$ cat src/rtl/mc_pkg.sv
// Shared constants and state encoding for the multi-cycle MIPS control unit.
package mc_pkg;

  // ALU operation codes driven on aluop
  localparam logic [3:0] ALU_ADD = 4'b0101;
  localparam logic [3:0] ALU_SUB = 4'b0110;
  localparam logic [3:0] ALU_AND = 4'b0001;
  localparam logic [3:0] ALU_OR  = 4'b0010;
  localparam logic [3:0] ALU_XOR = 4'b0100;
  localparam logic [3:0] ALU_SLT = 4'b1010;
  localparam logic [3:0] ALU_CLR = 4'b1001;

  // Primary opcodes (instr[31:26])
  localparam logic [5:0] OP_RTYPE = 6'h00;
  localparam logic [5:0] OP_J     = 6'h02;
  localparam logic [5:0] OP_BEQ   = 6'h04;
  localparam logic [5:0] OP_ADDI  = 6'h08;
  localparam logic [5:0] OP_ORI   = 6'h0D;
  localparam logic [5:0] OP_LW    = 6'h23;
  localparam logic [5:0] OP_SW    = 6'h2B;

  // R-type function codes (instr[5:0])
  localparam logic [5:0] FN_ADD = 6'h20;
  localparam logic [5:0] FN_SUB = 6'h22;
  localparam logic [5:0] FN_AND = 6'h24;
  localparam logic [5:0] FN_OR  = 6'h25;
  localparam logic [5:0] FN_XOR = 6'h26;
  localparam logic [5:0] FN_SLT = 6'h2A;

  // PC source select
  localparam logic [1:0] PC_ALU    = 2'b00;
  localparam logic [1:0] PC_ALUOUT = 2'b01;
  localparam logic [1:0] PC_JUMP   = 2'b10;

  // ALU B operand select
  localparam logic [1:0] SRCB_RT     = 2'b00;
  localparam logic [1:0] SRCB_FOUR   = 2'b01;
  localparam logic [1:0] SRCB_IMM    = 2'b10;
  localparam logic [1:0] SRCB_IMM_SH = 2'b11;

  // Controller states; the encoding is visible on the debug state port
  typedef enum logic [3:0] {
    FETCH    = 4'd0,
    DECODE   = 4'd1,
    MEM_ADDR = 4'd2,
    MEM_RD   = 4'd3,
    WB_MEM   = 4'd4,
    MEM_WR   = 4'd5,
    EXEC_R   = 4'd6,
    EXEC_I   = 4'd7,
    WB_ALU   = 4'd8,
    BRANCH   = 4'd9,
    JUMP     = 4'd10
  } state_t;

endpackage

$ cat src/rtl/mc_alu_decode.sv
// R-type funct field to ALU operation decoder with a supported-funct flag.
module mc_alu_decode
  import mc_pkg::*;
(
  input  logic [5:0] funct,
  output logic [3:0] aluop,
  output logic       valid
);

  // Map funct to ALU op; unsupported codes yield clear and valid=0
  always_comb begin
    aluop = ALU_CLR;
    valid = 1'b1;
    case (funct)
      FN_ADD:  aluop = ALU_ADD;
      FN_SUB:  aluop = ALU_SUB;
      FN_AND:  aluop = ALU_AND;
      FN_OR:   aluop = ALU_OR;
      FN_XOR:  aluop = ALU_XOR;
      FN_SLT:  aluop = ALU_SLT;
      default: valid = 1'b0;
    endcase
  end

endmodule

$ cat src/rtl/mc_control.sv
// Multi-cycle MIPS control FSM: sequences fetch/decode/execute/memory/write-back
// and drives all datapath strobes, mux selects and ALU op codes.
module mc_control
  import mc_pkg::*;
(
  input  logic        clk,
  input  logic        rst_n,
  input  logic [31:0] instr,
  input  logic        alu_zero,
  input  logic        mem_ready,
  output logic        mem_req,
  output logic        mem_we,
  output logic        i_or_d,
  output logic        ir_write,
  output logic        pc_write,
  output logic [1:0]  pc_src,
  output logic        alu_src_a,
  output logic [1:0]  alu_src_b,
  output logic [3:0]  aluop,
  output logic        reg_write,
  output logic        reg_dst,
  output logic        mem_to_reg,
  output logic        instr_done,
  output logic        illegal,
  output logic [3:0]  state
);

  state_t     state_q;
  state_t     state_d;
  logic [5:0] opcode;
  logic [5:0] funct;
  logic [3:0] r_aluop;
  logic       r_valid;
  logic       unused_instr;

  assign opcode       = instr[31:26];
  assign funct        = instr[5:0];
  // Register/immediate fields are consumed by the datapath, not the controller
  assign unused_instr = ^instr[25:6];
  assign state        = state_q;

  mc_alu_decode u_alu_decode (
    .funct (funct),
    .aluop (r_aluop),
    .valid (r_valid)
  );

  // State register, the only flop in the block
  always_ff @(posedge clk or negedge rst_n) begin
    if (!rst_n) state_q <= FETCH;
    else        state_q <= state_d;
  end

  // Next-state and output decode; reset gates every output combinationally
  // so an in-flight access drops immediately when rst_n falls.
  always_comb begin
    state_d    = state_q;
    mem_req    = 1'b0;
    mem_we     = 1'b0;
    i_or_d     = 1'b0;
    ir_write   = 1'b0;
    pc_write   = 1'b0;
    pc_src     = PC_ALU;
    alu_src_a  = 1'b0;
    alu_src_b  = SRCB_RT;
    aluop      = ALU_CLR;
    reg_write  = 1'b0;
    reg_dst    = 1'b0;
    mem_to_reg = 1'b0;
    instr_done = 1'b0;
    illegal    = 1'b0;
    if (rst_n) begin
      case (state_q)
        FETCH: begin
          mem_req   = 1'b1;
          alu_src_b = SRCB_FOUR;
          aluop     = ALU_ADD;
          if (mem_ready) begin
            ir_write = 1'b1;
            pc_write = 1'b1;
            pc_src   = PC_ALU;
            state_d  = DECODE;
          end
        end
        DECODE: begin
          alu_src_b = SRCB_IMM_SH;
          aluop     = ALU_ADD;
          case (opcode)
            OP_LW, OP_SW:    state_d = MEM_ADDR;
            OP_RTYPE:        state_d = EXEC_R;
            OP_ADDI, OP_ORI: state_d = EXEC_I;
            OP_BEQ:          state_d = BRANCH;
            OP_J:            state_d = JUMP;
            default: begin
              illegal    = 1'b1;
              instr_done = 1'b1;
              state_d    = FETCH;
            end
          endcase
        end
        MEM_ADDR: begin
          alu_src_a = 1'b1;
          alu_src_b = SRCB_IMM;
          aluop     = ALU_ADD;
          state_d   = (opcode == OP_LW) ? MEM_RD : MEM_WR;
        end
        MEM_RD: begin
          mem_req = 1'b1;
          i_or_d  = 1'b1;
          if (mem_ready) state_d = WB_MEM;
        end
        WB_MEM: begin
          reg_write  = 1'b1;
          mem_to_reg = 1'b1;
          instr_done = 1'b1;
          state_d    = FETCH;
        end
        MEM_WR: begin
          mem_req = 1'b1;
          mem_we  = 1'b1;
          i_or_d  = 1'b1;
          if (mem_ready) begin
            instr_done = 1'b1;
            state_d    = FETCH;
          end
        end
        EXEC_R: begin
          alu_src_a = 1'b1;
          alu_src_b = SRCB_RT;
          aluop     = r_aluop;
          if (r_valid) begin
            state_d = WB_ALU;
          end else begin
            illegal    = 1'b1;
            instr_done = 1'b1;
            state_d    = FETCH;
          end
        end
        EXEC_I: begin
          alu_src_a = 1'b1;
          alu_src_b = SRCB_IMM;
          aluop     = (opcode == OP_ORI) ? ALU_OR : ALU_ADD;
          state_d   = WB_ALU;
        end
        WB_ALU: begin
          reg_write  = 1'b1;
          reg_dst    = (opcode == OP_RTYPE);
          instr_done = 1'b1;
          state_d    = FETCH;
        end
        BRANCH: begin
          alu_src_a  = 1'b1;
          alu_src_b  = SRCB_RT;
          aluop      = ALU_SUB;
          pc_src     = PC_ALUOUT;
          pc_write   = alu_zero;
          instr_done = 1'b1;
          state_d    = FETCH;
        end
        JUMP: begin
          pc_write   = 1'b1;
          pc_src     = PC_JUMP;
          instr_done = 1'b1;
          state_d    = FETCH;
        end
        default: state_d = FETCH;
      endcase
    end
  end

endmodule

$ cat config.mk
export PLATFORM = sky130hd
export DESIGN_NAME = mc_control
export DESIGN_NICKNAME = d
export VERILOG_FILES = /design/src/rtl/mc_pkg.sv /design/src/rtl/mc_alu_decode.sv /design/src/rtl/mc_control.sv
export SDC_FILE = /design/constraint.sdc
export NUM_CORES = 1
export LEC_CHECK = 0
export CAP_MARGIN = 20
export CORE_ASPECT_RATIO = 1.4
export CORE_MARGIN = 2
export CORE_UTILIZATION = 40
export DETAILED_ROUTE_END_ITERATION = 12
export PLACE_DENSITY = 0.86
export RECOVER_POWER = 50
export SLEW_MARGIN = 10
export SYNTH_ARGS = -nofsm -noshare
export SYNTH_HDL_FRONTEND = slang
export SYNTH_SLANG_ARGS = --single-unit
$ cat constraint.sdc
create_clock -name clk -period 4.3 [get_ports clk]
set_input_delay 0.43 -clock clk [delete_from_list [all_inputs] [get_ports clk]]
set_output_delay 0.43 -clock clk [all_outputs]
set_load 0.01 [all_outputs]
==> results of run 1 <==
-- cells by family (layout without fill, tap and decap cells) --
| kind of cell | count (synthesis) | count (layout) | share of synthesized area |
|---|---|---|---|
| AOI/OAI and AO/OA | 46 | 46 | 0.341 |
| xor gates and xnor gates | 3 | 3 | 0.0273 |
| buffers and inverters | 19 | 48 | 0.0911 |
| DFF | 4 | 4 | 0.104 |
| muxes | 1 | 1 | 0.0104 |
| and+or+nand+nor | 69 | 69 | 0.426 |
-- Yosys cell counts, drive strengths merged (3+ instances only) --
cell,instances
nor2b,3
inv,6
o2111ai,3
nor3b,5
o21a,5
nand3,4
o21ai,6
o211ai,3
nand2b,8
clkbuf,4
nor3,9
nand3b,3
nor2,16
buf,9
a21oi,7
dfrtp,4
nand2,5
and3,3
a31oi,5
-- cell type report --
class	count	area, sq um
fillers	221	1010
multi-input cells	119	773
repair buffers	39	384
flip-flops and latches	4	100
well taps	23	28.8
clock buffers	3	22.5
inverters	6	22.5
-- power breakdown --
part           leakage, nW  total, mW  switching [mW]  internal, mW
Sequential          0.0528      0.114          0.0657        0.0480
Combinational        0.438      0.385           0.188         0.196
Clock               0.0138     0.0458          0.0146        0.0311
-- layout by cell type, fill, tap and decap left out, types with 6 or more instances in the layout --
cell type	count
o21ai_0	6
a21oi_1	7
nor2_1	16
inv_1	6
dlygate4sd3_1	8
clkdlybuf4s50_1	30
nand2b_1	7
nor3_1	9
-- final timing paths --
check	start	cells past startpoint	to
setup / recovery	rst_n	6	instr_done
hold reg to reg	state[0]$_DFFE_PN0P_	2	state[0]$_DFFE_PN0P_
max in group asynchronous	rst_n	2	state[1]$_DFFE_PN0P_
min in group clk	state[0]$_DFFE_PN0P_	2	state[0]$_DFFE_PN0P_
setup reg to reg	state[0]$_DFFE_PN0P_	4	state[2]$_DFFE_PN0P_
hold / removal	rst_n	2	state[3]$_DFFE_PN0P_
-- stage by stage --
stage / worst slack [ns] / hold WS [ns] / std cells / cell area, sq um / utilization
3_3_place_gp: 1.26 / 0.753 / 191 / 1310 / 0.561
6_report: 0.736 / 0.781 / 194 / 1330 / 0.569
4_1_cts: 1.21 / 0.503 / 194 / 1340 / 0.571
5_1_grt: 0.517 / 0.845 / 194 / 1330 / 0.569
2_1_floorplan: 2.34 / 0.134 / 142 / 961 / -
3_5_place_dp: 1.22 / 0.752 / 191 / 1310 / 0.561
-- routing by layer --
layer / part of all wire / wire, microns / global-route usage / vias up
met4: 0.011 / 32 / 0.0798 / 0
met1: 0.41 / 1170 / 0.281 / 574
li1: - / - / - / 597
met5: 0 / 0 / 0 / -
met2: 0.53 / 1530 / 0.408 / 50
met3: 0.052 / 149 / 0.0405 / 4
==> results_dict.tcl, run 1 <==
set metrics [dict create \
    power_per_cell_area_nw_per_um2 409 \
    routedWlPerCell_microns 14.9 \
    clock_latency_reported_for_the_late_side_of_the_worst_skew_pair_ns 0.24 \
    synth_top_area_cell "dfrtp_1" \
    count_of_input_and_output_buffers 38 \
    num_antenna_cells 0 \
    criticalPathCategory "in -> out" \
    die_y_microns 62.0 \
    grt_pass1_wl_mm 5.02 \
    drt_pass_1_iters 4 \
    worstMarginPinSlew_ns 0.763 \
    total_setup_buffers_inserted_after_cts 0 \
    grt_max_degree 24 \
    ctsHtreeMaxLevel 1 \
    final.setup_skew_ns 0.00411 \
    yosys_register_bits 4 \
    detailed_route_iter0_violations 28 \
    die_x_microns 45.4 \
    cts_hold_repair.buffers 0 \
    path_max_fanout 18 \
    clk_root_buffer_cell "clkbuf_4" \
    track_usage 0.233 \
    synth_top_cell_area_share 0.104 \
    initial_antenna_violation_count 0 \
    endpoint_kind "primary output" \
    report.power.total_mw 0.544 \
    synth.distinct_cells 48 \
    mappedNetlistArea_sq_um 961 \
    ant_nets 0 \
    via_count 1225 \
    number_of_max_slew_violations_in_the_final_report 0 \
    crit_family "buffers and inverters" \
    grt_setup_unrepaired "no" \
    path_clk_slew_ns 0.04 \
    max_stage_delay_ns 0.60 \
    reg2reg_slack_ns 2.31 \
    cts_sinks 4 \
    cellLeakagePower_nw 0.505 \
    cts_made_buffers 3 \
    initial_core_utilization 0.411 \
    worstSetupStartpointType "primary input" \
    route.detailed.drc 0 \
    cp.arrival_ns 3.13 \
    timing_hold_violations_final 0 \
    total_wire_length_after_detailed_routing_mm 2.89 \
    finalNetCount 209 \
    critical_path_buf_inv_count 3 \
    grt_pass1_vias 1168 \
    fmaxAchievable_ghz 0.281 \
    tritoncts "built" \
    synth_fp_nets 178 \
    synth_enable_flop_cells 0 \
    postSynth.topFlopCell "dfrtp_1" \
    max-clock-path-buffers 2 \
    post_synth_inst_count 142 \
    num_rows 21 \
    largest_reg_flops 4 \
    min-delay-path-class "in -> async" \
    drt-vias-per-instance 6.31 \
    place_congestion 0.922 \
    yosysWarningCount 0 \
    synth_area_leaders "dfrtp_1 (10%), nor2_1 (6.3%), nor3_1 (4.7%)" \
    area.growth.synth_to_final_pct 38.5 \
    finalSetupTns_ns 0 \
    maxCapViolations 0 \
    critical-path-slowest-cell "clkdlybuf4s50_1" \
    layout_cells_sized_above_1 0.0526 \
    overflow 0 \
    slew-limit-headroom 0.492 \
    synth_seq_area_share 0.104 \
    core-area_sq_um 2340 \
    cts_resized 0 \
    final_period_minus_worst_setup_slack_ns 3.56 \
    synth_async_sr_flop_share 1.00 \
    cp_cell_instances "dlygate4sd3_1 -> clkbuf_1 -> nand2b_1 -> or2_2 -> o311ai_1 -> clkdlybuf4s50_1" \
    die_area_sq_um 2820 \
    vdd_ir_drop_max_uv 391 \
    worst-endpoint-required_ns 3.87 \
    boundary_pins 59 \
    detailedPlacementHpwl_mm 2.20 \
    outcome "completed" \
    setup_viol 0 \
    syn-mean-instance-area_sq_um 6.77 \
    post-route-period-util 0.829 \
]
Note: power is estimated with default switching activity, not from simulation.
==> run 2: changes to the inputs <==
CORE_UTILIZATION = 37   (was 40)
PLACE_DENSITY = 0.8   (was 0.86)
clock period = 3.35 ns   (was 4.3 ns; I/O delays follow)
==> results_dict.tcl, run 2 (synthesis results as in run 1) <==
set metrics [dict create \
    outcome "completed" \
    cellLeakagePower_nw 0.512 \
    clk_root_buffer_cell "clkbuf_4" \
    final_common_cell "clkdlybuf4s50_1" \
    max-clock-path-buffers 2 \
    ctsHtreeMaxLevel 1 \
    num_rows 21 \
    cp.arrival_ns 2.62 \
    detail_route.wirelength.met1_mm 1.30 \
    finalSetupTns_ns 0 \
    drt-vias-per-instance 5.81 \
    core-area_sq_um 2420 \
    place_congestion 0.871 \
    die_x_microns 47.1 \
    cts_sinks 4 \
    slew-limit-headroom 0.558 \
    top_signal_layer_used "met4" \
    min-delay-path-class "in -> async" \
    ant_nets 0 \
    initial_core_utilization 0.398 \
    largest_reg_flops 4 \
    worst-endpoint-required_ns 3.01 \
    cts_resized 0 \
    detailedPlacementHpwl_mm 2.25 \
    initial_antenna_violation_count 0 \
    final.setup_skew_ns 0.0117 \
    layout_cells_sized_above_1 0.0636 \
    cts_made_buffers 3 \
    track_usage 0.212 \
    reg2reg_slack_ns 1.44 \
    grt_pass1_wl_mm 4.91 \
    boundary_pins 59 \
    routed-wl-met3_microns 137 \
    met2WireLength_mm 1.49 \
    tritoncts "built" \
    grt_setup_unrepaired "no" \
    endpoint_kind "primary output" \
    drt_pass_1_iters 4 \
    regToRegEndpoint "state[2]$_DFFE_PN0P_" \
    clock_latency_reported_for_the_late_side_of_the_worst_skew_pair_ns 0.24 \
    finalNetCount 211 \
    timing_hold_violations_final 0 \
    total_wire_length_after_detailed_routing_mm 3.01 \
    number_of_max_slew_violations_in_the_final_report 0 \
    criticalPathCategory "in -> out" \
    detailed_route_iter0_violations 36 \
    die_y_microns 64.3 \
    num_antenna_cells 0 \
    overflow 0 \
    path_max_fanout 8 \
    final_period_minus_worst_setup_slack_ns 2.95 \
    die_area_sq_um 3030 \
    cts_hold_repair.buffers 0 \
    final_core_utilization 0.563 \
    n_fill_cell 251 \
    grt_max_degree 24 \
    count_of_input_and_output_buffers 38 \
    worstMarginPinSlew_ns 0.657 \
    worstSetupStartpointType "primary input" \
    vdd_ir_drop_max_uv 222 \
    layout.cells.most_common_list "clkdlybuf4s50_1 (31), nor2_1 (16), nor3_1 (9)" \
    route.detailed.drc 0 \
    maxCapViolations 0 \
    fmaxAchievable_ghz 0.339 \
    routedWlPerCell_microns 14.5 \
    grt_pass1_vias 1079 \
    ff2ff_path_depth 4 \
    setup_viol 0 \
    area.growth.synth_to_final_pct 41.5 \
    path_clk_slew_ns 0.05 \
    worstReg2RegStart "state[0]$_DFFE_PN0P_" \
    via_count 1203 \
    post-route-period-util 0.881 \
    total_setup_buffers_inserted_after_cts 0 \
    power_per_cell_area_nw_per_um2 520 \
]
-- run 2: worst max path at each step --
stage          depth (start not counted)  slack, ns                  from  endpoint
5_1_grt                                6       0.25             instr[29]  aluop[1]
2_1_floorplan                          4       1.48  state[2]$_DFFE_PN0P_   reg_dst
4_1_cts                                6       0.45             instr[29]  aluop[1]
6_report                               6       0.40             instr[29]  aluop[1]
3_3_place_gp                           6       0.55             instr[29]  aluop[1]
3_5_place_dp                           6       0.45             instr[29]  aluop[1]
-- run 2: per-layer routing --
metal	global-route usage	vias to the layer above
met5	0	-
met4	0.0868	0
met3	0.0113	10
met2	0.339	51
met1	0.285	544
li1	-	598
-- run 2: critical path, stage by stage --
cell and delay, ns:
clkdlybuf4s50_1 0.63, nand2_1 0.11, nor4_1 0.57, a31oi_1 0.17, a21boi_0 0.22, clkdlybuf4s50_1 0.57
-- run 2: final cells by class --
type,instances,area (sq um),area share
multi-input combinational,119,773,0.569
tap,34,42.5,0.0313
clock buffer,3,22.5,0.0166
sequential,4,100,0.0736
inverter,6,22.5,0.0166
timing repair buffer,41,399,0.293
-- run 2: power by group --
| part | switching (mW) | leakage [nW] | internal (mW) |
|---|---|---|---|
| Sequential | 0.0834 | 0.0528 | 0.0615 |
| Clock | 0.0237 | 0.0138 | 0.0404 |
| Combinational | 0.243 | 0.446 | 0.255 |
-- run 2: metrics by stage --
step | cell area (sq um) | power (mW) | setup WS, ns | instances | hold WS [ns]
after detailed placement | 1340 | 0.647 | 0.453 | 204 | 0.692
after floorplan | 961 | 0.439 | 1.48 | 142 | 0.0394
final | 1360 | 0.707 | 0.397 | 207 | 0.506
after CTS | 1360 | 0.713 | 0.449 | 207 | 0.437
after global placement | 1340 | 0.636 | 0.546 | 204 | 0.680
after global routing | 1360 | 0.772 | 0.254 | 207 | 0.527
